**src/rtl/alu_issue_pipe.sv**
```systemverilog
// alu_issue_pipe: requester side of the 32-bit ALU datapath. It maps ALUOp/funct to the ALU
//   control code, registers the operands and control for an external combinational ALU (S1),
//   then captures the ALU result and flags into an output register (S2).
// Latency: an op accepted at edge N is presented on out_* after edge N+1. With out_ready_i
//   held high the pipe sustains one op per cycle.
// Backpressure: in_ready_o = !s1_valid | s2_free. A stalled S2 also holds S1, so both the ALU
//   inputs and out_* stay stable for the whole stall.
// Ports:
//   clk_i, rst_i                          clock and synchronous active-low reset
//   in_valid_i / in_ready_o               input handshake
//   alu_op_i, funct_i, rs_data_i,
//   rt_data_i, imm_i, alu_src_i, tag_i    decoded execute-stage operation
//   alu_src1_o, alu_src2_o, alu_ctrl_o    registered ALU operands and control (S1)
//   alu_result_i, alu_zero_i,
//   alu_overflow_i, alu_cout_i            combinational ALU response
//   out_valid_o / out_ready_i             output handshake
//   out_result_o, out_zero_o,
//   out_overflow_o, out_cout_o,
//   out_tag_o, out_illegal_o              registered result beat (S2)
// Optional macro ALU_ISSUE_OVF_TRAP_EN: adds ovf_trap_o and ovf_sticky_o. A beat whose control
//   was add or sub and whose overflow flag was set is flagged as a trap, and its result is
//   forced to zero. ovf_sticky_o latches on the first trapping beat and clears only on reset.
module alu_issue_pipe #(
  parameter int TAG_W    = 5,
  parameter bit SEXT_IMM = 1'b1
) (
  input  logic             clk_i,
  input  logic             rst_i,
  input  logic             in_valid_i,
  output logic             in_ready_o,
  input  logic [1:0]       alu_op_i,
  input  logic [5:0]       funct_i,
  input  logic [31:0]      rs_data_i,
  input  logic [31:0]      rt_data_i,
  input  logic [15:0]      imm_i,
  input  logic             alu_src_i,
  input  logic [TAG_W-1:0] tag_i,
  output logic [31:0]      alu_src1_o,
  output logic [31:0]      alu_src2_o,
  output logic [3:0]       alu_ctrl_o,
  input  logic [31:0]      alu_result_i,
  input  logic             alu_zero_i,
  input  logic             alu_overflow_i,
  input  logic             alu_cout_i,
  output logic             out_valid_o,
  input  logic             out_ready_i,
  output logic [31:0]      out_result_o,
  output logic             out_zero_o,
  output logic             out_overflow_o,
  output logic             out_cout_o,
  output logic [TAG_W-1:0] out_tag_o,
`ifdef ALU_ISSUE_OVF_TRAP_EN
  output logic             ovf_trap_o,
  output logic             ovf_sticky_o,
`endif
  output logic             out_illegal_o
);

  logic             s1_valid;
  logic             s1_illegal;
  logic [TAG_W-1:0] s1_tag;
  logic             s2_valid;

  logic             s2_free;
  logic             accept;
  logic             s1_adv;

  logic [3:0]       ctrl_d;
  logic             illegal_d;
  logic [31:0]      imm_ext;
  logic [31:0]      src2_d;

  assign s2_free     = !s2_valid || out_ready_i;
  assign in_ready_o  = !s1_valid || s2_free;
  assign accept      = in_valid_i && in_ready_o;
  assign s1_adv      = s1_valid && s2_free;
  assign out_valid_o = s2_valid;

  // ALUOp/funct to ALU control. An unsupported funct issues as an add and is tagged illegal.
  always_comb begin
    ctrl_d    = 4'b0000;
    illegal_d = 1'b0;
    case (alu_op_i)
      2'b00: ctrl_d = 4'b0000;
      2'b01: ctrl_d = 4'b0001;
      2'b11: ctrl_d = 4'b0101;
      default: begin
        case (funct_i)
          6'b100000: ctrl_d = 4'b0000;
          6'b100010: ctrl_d = 4'b0001;
          6'b100100: ctrl_d = 4'b0010;
          6'b100101: ctrl_d = 4'b0011;
          6'b100111: ctrl_d = 4'b0100;
          6'b101010: ctrl_d = 4'b0101;
          default:   illegal_d = 1'b1;
        endcase
      end
    endcase
  end

  assign imm_ext = SEXT_IMM ? {{16{imm_i[15]}}, imm_i} : {16'h0000, imm_i};
  assign src2_d  = alu_src_i ? imm_ext : rt_data_i;

  // S1: issue register. Operands and control load only on accept, so they hold their last
  // values while S1 is empty or stalled.
  always_ff @(posedge clk_i) begin
    if (!rst_i) begin
      s1_valid   <= 1'b0;
      s1_illegal <= 1'b0;
      s1_tag     <= '0;
      alu_src1_o <= '0;
      alu_src2_o <= '0;
      alu_ctrl_o <= '0;
    end else begin
      if (accept) begin
        s1_valid   <= 1'b1;
        s1_illegal <= illegal_d;
        s1_tag     <= tag_i;
        alu_src1_o <= rs_data_i;
        alu_src2_o <= src2_d;
        alu_ctrl_o <= ctrl_d;
      end else if (s1_adv) begin
        s1_valid <= 1'b0;
      end
    end
  end

`ifdef ALU_ISSUE_OVF_TRAP_EN
  logic trap_d;
  assign trap_d = ((alu_ctrl_o == 4'b0000) || (alu_ctrl_o == 4'b0001)) && alu_overflow_i;
`endif

  // S2: result register. It captures the ALU response for the op sitting in S1.
  always_ff @(posedge clk_i) begin
    if (!rst_i) begin
      s2_valid       <= 1'b0;
      out_result_o   <= '0;
      out_zero_o     <= 1'b0;
      out_overflow_o <= 1'b0;
      out_cout_o     <= 1'b0;
      out_tag_o      <= '0;
      out_illegal_o  <= 1'b0;
`ifdef ALU_ISSUE_OVF_TRAP_EN
      ovf_trap_o     <= 1'b0;
      ovf_sticky_o   <= 1'b0;
`endif
    end else begin
      if (s1_adv) begin
        s2_valid       <= 1'b1;
`ifdef ALU_ISSUE_OVF_TRAP_EN
        out_result_o   <= trap_d ? 32'h0 : alu_result_i;
        ovf_trap_o     <= trap_d;
        if (trap_d) begin
          ovf_sticky_o <= 1'b1;
        end
`else
        out_result_o   <= alu_result_i;
`endif
        out_zero_o     <= alu_zero_i;
        out_overflow_o <= alu_overflow_i;
        out_cout_o     <= alu_cout_i;
        out_tag_o      <= s1_tag;
        out_illegal_o  <= s1_illegal;
      end else if (out_ready_i) begin
        s2_valid <= 1'b0;
      end
    end
  end

endmodule

```
**config.mk**
```make
export PLATFORM = sky130hd
export DESIGN_NAME = alu_issue_pipe
export DESIGN_NICKNAME = d
export VERILOG_FILES = /design/src/rtl/alu_issue_pipe.sv
export SDC_FILE = /design/constraint.sdc
export NUM_CORES = 1
export LEC_CHECK = 0
export ABC_AREA = 1
export CELL_PAD_IN_SITES_DETAIL_PLACEMENT = 0
export CELL_PAD_IN_SITES_GLOBAL_PLACEMENT = 1
export CORE_ASPECT_RATIO = 0.75
export CORE_MARGIN = 1.5
export CORE_UTILIZATION = 28
export DETAILED_ROUTE_END_ITERATION = 8
export PLACE_DENSITY = 0.92
export SLEW_MARGIN = 10
export SYNTH_ARGS = -nofsm -noshare
export SYNTH_HDL_FRONTEND = slang
export SYNTH_SLANG_ARGS = --single-unit
```
**constraint.sdc**
```tcl
create_clock -name clk_i -period 1.7 [get_ports clk_i]
set_input_delay 0.255 -clock clk_i [delete_from_list [all_inputs] [get_ports clk_i]]
set_output_delay 0.255 -clock clk_i [all_outputs]
set_load 0.005 [all_outputs]
```
# [After elaboration in Yosys (flattened, before gate mapping)]
# Cells that the tools add are included.
[word_totals] register_bits=117 latch_bits=0 mem_bits_rw=0 mem_bits_ro=0 memories=0
[classes] addsub=0 n_mul=0 n_div=0 order_cmp=0 eq_ne=8 shifts=0 n_mux=9 bitwise_logic=0 n_reduce_logical=11
[ops] cell="6-bit == test (second input constant)" n=6
[ops] cell="32-bit 2-to-1 mux" n=1
[ops] cell="3-bit case mux with 5 select lines" n=1
[ops] cell="3-bit case mux with 3 select lines" n=1
[ops] cell="1-bit 2-to-1 mux" n=6
[ops] cell="6-bit OR reduction" n=1
[ops] cell="2-bit nonzero test" n=2
[ops] cell="3-bit OR reduction" n=1
[ops] cell="2-bit by 1-bit == test with 1-bit output (second input constant)" n=1
[ops] cell="2-bit == test (second input constant)" n=1
[ops] cell="1-bit logical AND" n=2
[ops] cell="1-bit zero test" n=2
[ops] cell="2-bit zero test" n=1
[ops] cell="1-bit logical OR" n=2

# [Longest topological paths before layout]
[logic_depth] ltp_word=5 depth_mapped=9

# [Least setup slack after synthesis]
# Ideal clock, no wire load.
[synth_timing] path_type="flip-flop to flip-flop" start="register s2_valid, in the netlist out_valid_o" end="register alu_src2_o[10]" setup_ns=0.119 arrival_ns=0.963 t_required_ns=1.581 slack_ns=0.617 stages_incl_launch_ff=7 synth_period_minus_slack_ns=1.083 cell_sequence="dfxtp_1 > nand3_2 > nand2_2 > inv_2 > clkbuf_2 > o21ai_0 > a21oi_1"
[synth_via] elab_chain_cells=4
[synth_rtl] item="start, declared" line_no="62" text="logic s2_valid;"
[synth_rtl] item="start signal, assigned" line_no="136" text="s2_valid <= 1'b0;"
[synth_rtl] item="start signal, assigned" line_no="149" text="s2_valid <= 1'b1;"
[synth_rtl] item="start signal, assigned" line_no="165" text="s2_valid <= 1'b0;"
[synth_rtl] item="1-bit zero test" line_no="73" text="assign s2_free = !s2_valid || out_ready_i;"
[synth_rtl] item="1-bit logical OR" line_no="73"
[synth_rtl] item="1-bit logical OR" line_no="74" text="assign in_ready_o = !s1_valid || s2_free;"
[synth_rtl] item="named net in_ready_o" line_no="30" text="output logic in_ready_o,"
[synth_rtl] item="1-bit logical AND" line_no="75" text="assign accept = in_valid_i && in_ready_o;"
[synth_rtl] item="end signal, assigned" line_no="120" text="alu_src2_o <= src2_d;"
[synth_rtl] item="end, declared" line_no="39" text="output logic [31:0] alu_src2_o,"
# The timed path passes the listed nets, and every way through them passes these cells.
# A chain may end at the register's enable or synchronous reset.

# [Final worst setup path]
[layout_timing] start="input port out_ready_i" end="output port in_ready_o"
[layout_via] elab_chain_cells=2
[layout_rtl] item="start, declared" line_no="46" text="input logic out_ready_i,"
[layout_rtl] item="1-bit logical OR" line_no="73"
[layout_rtl] item="1-bit logical OR" line_no="74"
[layout_rtl] item="end, declared" line_no="30"
# Every way passes these cells.

==> summary.md <==
| Metric | Value |
|---|---|
| Status | finished, final reports clean |
| DRT Pass-1 Iters | 4 |
| Remaining global-route overflow | 0 |
| Cells traversed along the worst timing path | clkdlybuf4s50_1 > inv_2 > nand3_2 > clkdlybuf4s50_1 |
| Cell at the root of the clock tree | sky130_fd_sc_hd__clkbuf_16 |
| Most frequent cells in the layout | sky130_fd_sc_hd__clkdlybuf4s50_1 (240), sky130_fd_sc_hd__nor2_1 (199), sky130_fd_sc_hd__o21ai_0 (122) |
| Most common cell after layout, fill and taps aside | sky130_fd_sc_hd__clkdlybuf4s50_1 |
| Max-capacitance violation count | 0 |
| Critical-path maximum fanout | 3 |
| Latest clock arrival within the worst-skew pair | 410 ps |
| Synthesized Nets | 712 |
| Global routing usage on met1 | 20.0% |
| Post-Route Setup TNS | 0 ps |
| Sum of routed wire length over all layers | 14.0 mm |
| Number of gates resized after CTS | 0 |
| Clock Skews | 7.52 ps |
| Average wire per standard cell | 13.6 microns |
| Maximum operating frequency | 605 MHz |
| Cell variety after synth | 22 |
| GRT met3 Usage | 7.91% |
| Cell count after synthesis | 579 |
| Share of post-route cells with drive strength above 1 | 6.07% |
| Final period demand of the worst path | 1650 ps |
| Initial detailed-routing violation count | 153 |
| Buffers on Ports | 242 |
| Nets | 944 |
| Count of fill cells added during filler insertion | 1514 |
| Most numerous cell on the critical path | sky130_fd_sc_hd__clkdlybuf4s50_1 |
| CP required | 1440 ps |
| Antenna viol nets, final | 0 |
| Area of the core | 0.0153 sq mm |
| Buffer levels on the longest clock path | 2 |
| Number of top-level pins | 244 |
| Die outline width | 148 microns |
| Number of antenna violations at the first check in global routing | 0 |
| Number of antenna diodes | 0 |
| Static leakage power | 0.00315 uW |
| Total global-route track usage | 17.0% |
| Detailed-route vias per instance | 4.39 |
| Classification of the worst-slack hold path | in -> reg |
| Vias after detailed routing | 4520 |
| CP Class | in -> out |
| Portion of the post-synthesis area used by sequential elements | 52.5% |
| Count of H-tree levels built during CTS | 4 |
| Post-place instance area | 0.00707 sq mm |
| Setup repair after global routing missed its margin | no |
| First-pass GRT wire length | 21.9 mm |
| Hold buffer count at CTS | 0 |
| Post-route fraction of the period consumed by the critical path | 97.2% |
| Critical Path Slowest Stage Cell | sky130_fd_sc_hd__clkdlybuf4s50_1 |
| Type of element launching the critical path | input port |
| Worst Hold Margin | 395 ps |
| Kind of cell adding the most delay to the critical path | buffers and inverters |
| Final weighted congestion of routability-driven global placement | 0.810 |
| Post-Layout Cell Count | 1029 |
| Post-synthesis average cell area | 7.64 sq um |
| Area of the die | 0.0166 sq mm |
| Die height | 112 microns |
| DRC | 0 |
| Worst path buffer plus inverter count | 3 |
| Synthesis Warnings | 0 |
| Clock sinks | 116 |
| Half-perimeter wire length of the detailed placement result | 9.81 mm |
| Fraction of met2 tracks used by global routing | 27.0% |
| Peak ir drop on the vdd network | 0.000602 V |
| Most Crowded Layer GR | met2 |
| Total clock buffers created by CTS | 17 |
| Area added between synthesis and finish | 74.0% |
| Synthesized cell area | 0.00442 sq mm |
| Endpoint arrival time on the critical path | 1400 ps |
| Final hold violation count | 0 |
| Cell Rows | 39 |
| Clock input transition at the sequential cells of the worst setup and hold paths | 60 ps |
| Largest net degree at the start of global routing | 114 |
| Post-CTS Setup Repair Bufs | 0 |
| Power density over the cells | 1040 mW/mm^2 |
| Cells after DPL | 997 |
| Final-report setup violation count | 0 |
| Number of flip-flops and latches in the synthesized netlist | 116 |
| Vias in the first global route | 4258 |
| Total count of max-transition violations in the final report | 0 |
| Initial core utilization | 28.9% |
| Max stage delay on crit path | 510 ps |
| Element type at the critical path end | output pin |
| TritonCTS clock tree | built |
| Final design area excluding fillers | 0.00770 sq mm |
## synthesized netlist by cell type (all sizes together)
cell type  instances  area share [%]
nor2             200              17
o21ai            129              15
dfxtp            116              52
inv               32             2.7
buf               22             3.1
a21oi             20             2.3
clkbuf            19             1.6
mux2i             15             3.4
nand2             15             1.3
nand3              7            0.91
a22oi              1            0.17
conb               1           0.085
nand4              1            0.14
nor3               1            0.11
## kinds of logic (layout without fill, tap and decap cells)
group,after synthesis,after routing,synth area share [%]
compound gates,150,150,17.0
simple gates,224,224,19.5
buf+inv,73,318,7.49
flops,116,116,52.5
mux,15,15,3.39
other cells,1,1,0.0848
## layer usage
layer | up-vias | routed length, microns
li1 | 2332 | -
met1 | 1998 | 6250
met2 | 177 | 6140
met3 | 13 | 1380
met4 | 0 | 196
met5 | - | 0
## worst register-to-register path: cells and delay by family, from the launching register on
kind                   cells  cell delay, ps
buffers and inverters      3             400
flip-flops                 1             370
AND/OR/NAND/NOR            4             390
## final timing paths
path	from	slack (ps)	cells past startpoint	end
worst max-delay path	out_ready_i	50	4	in_ready_o
worst min-delay path	rst_i	390	4	alu_src1_o[7]$_SDFFE_PN0P_
worst min register to register	alu_src1_o[18]$_SDFFE_PN0P_	480	2	alu_src1_o[18]$_SDFFE_PN0P_
worst max register to register	out_valid_o$_SDFFE_PN0P_	440	7	alu_src2_o[23]$_SDFFE_PN0P_
## cell type report
class | count | area, sq um | area share, %
repair buffers | 254 | 2600 | 33.8
flip-flops and latches | 116 | 2320 | 30.2
multi-input cells | 390 | 1770 | 23.0
clock buffers | 20 | 447 | 5.80
well taps | 205 | 256 | 3.33
clock inverters | 12 | 179 | 2.32
inverters | 32 | 120 | 1.56
## power breakdown
group	total [uW]	switching [uW]	leakage, uW	internal (uW)
sequential	3020	99.4	0.000961	2920
clock	3770	1270	0.000297	2490
combinational	1230	474	0.00189	756
total	8020	1850	0.00315	6170
## metrics by stage
| step | worst slack, ps | util (%) | power, uW |
|---|---|---|---|
| after detailed placement | 43.8 | 46.2 | 4320 |
| after global routing | 2.70 | 50.2 | 8390 |
| final | 47.8 | 50.2 | 8020 |
| after floorplan | 617 | - | 3500 |
| after CTS | 41.9 | 50.2 | 8110 |
| after global placement | 28.2 | 46.2 | 4310 |
## flip-flops by register name, summed over array words and instances (netlist names)
signal,flops
out_tag_o,5
out_overflow_o,1
s1_tag,5
out_result_o,32
alu_ctrl_o,3
alu_src1_o,32
out_valid_o,1
out_zero_o,1
s1_illegal,1
out_cout_o,1
alu_src2_o,32
out_illegal_o,1
s1_valid,1
(Power assumes the default switching activity.)
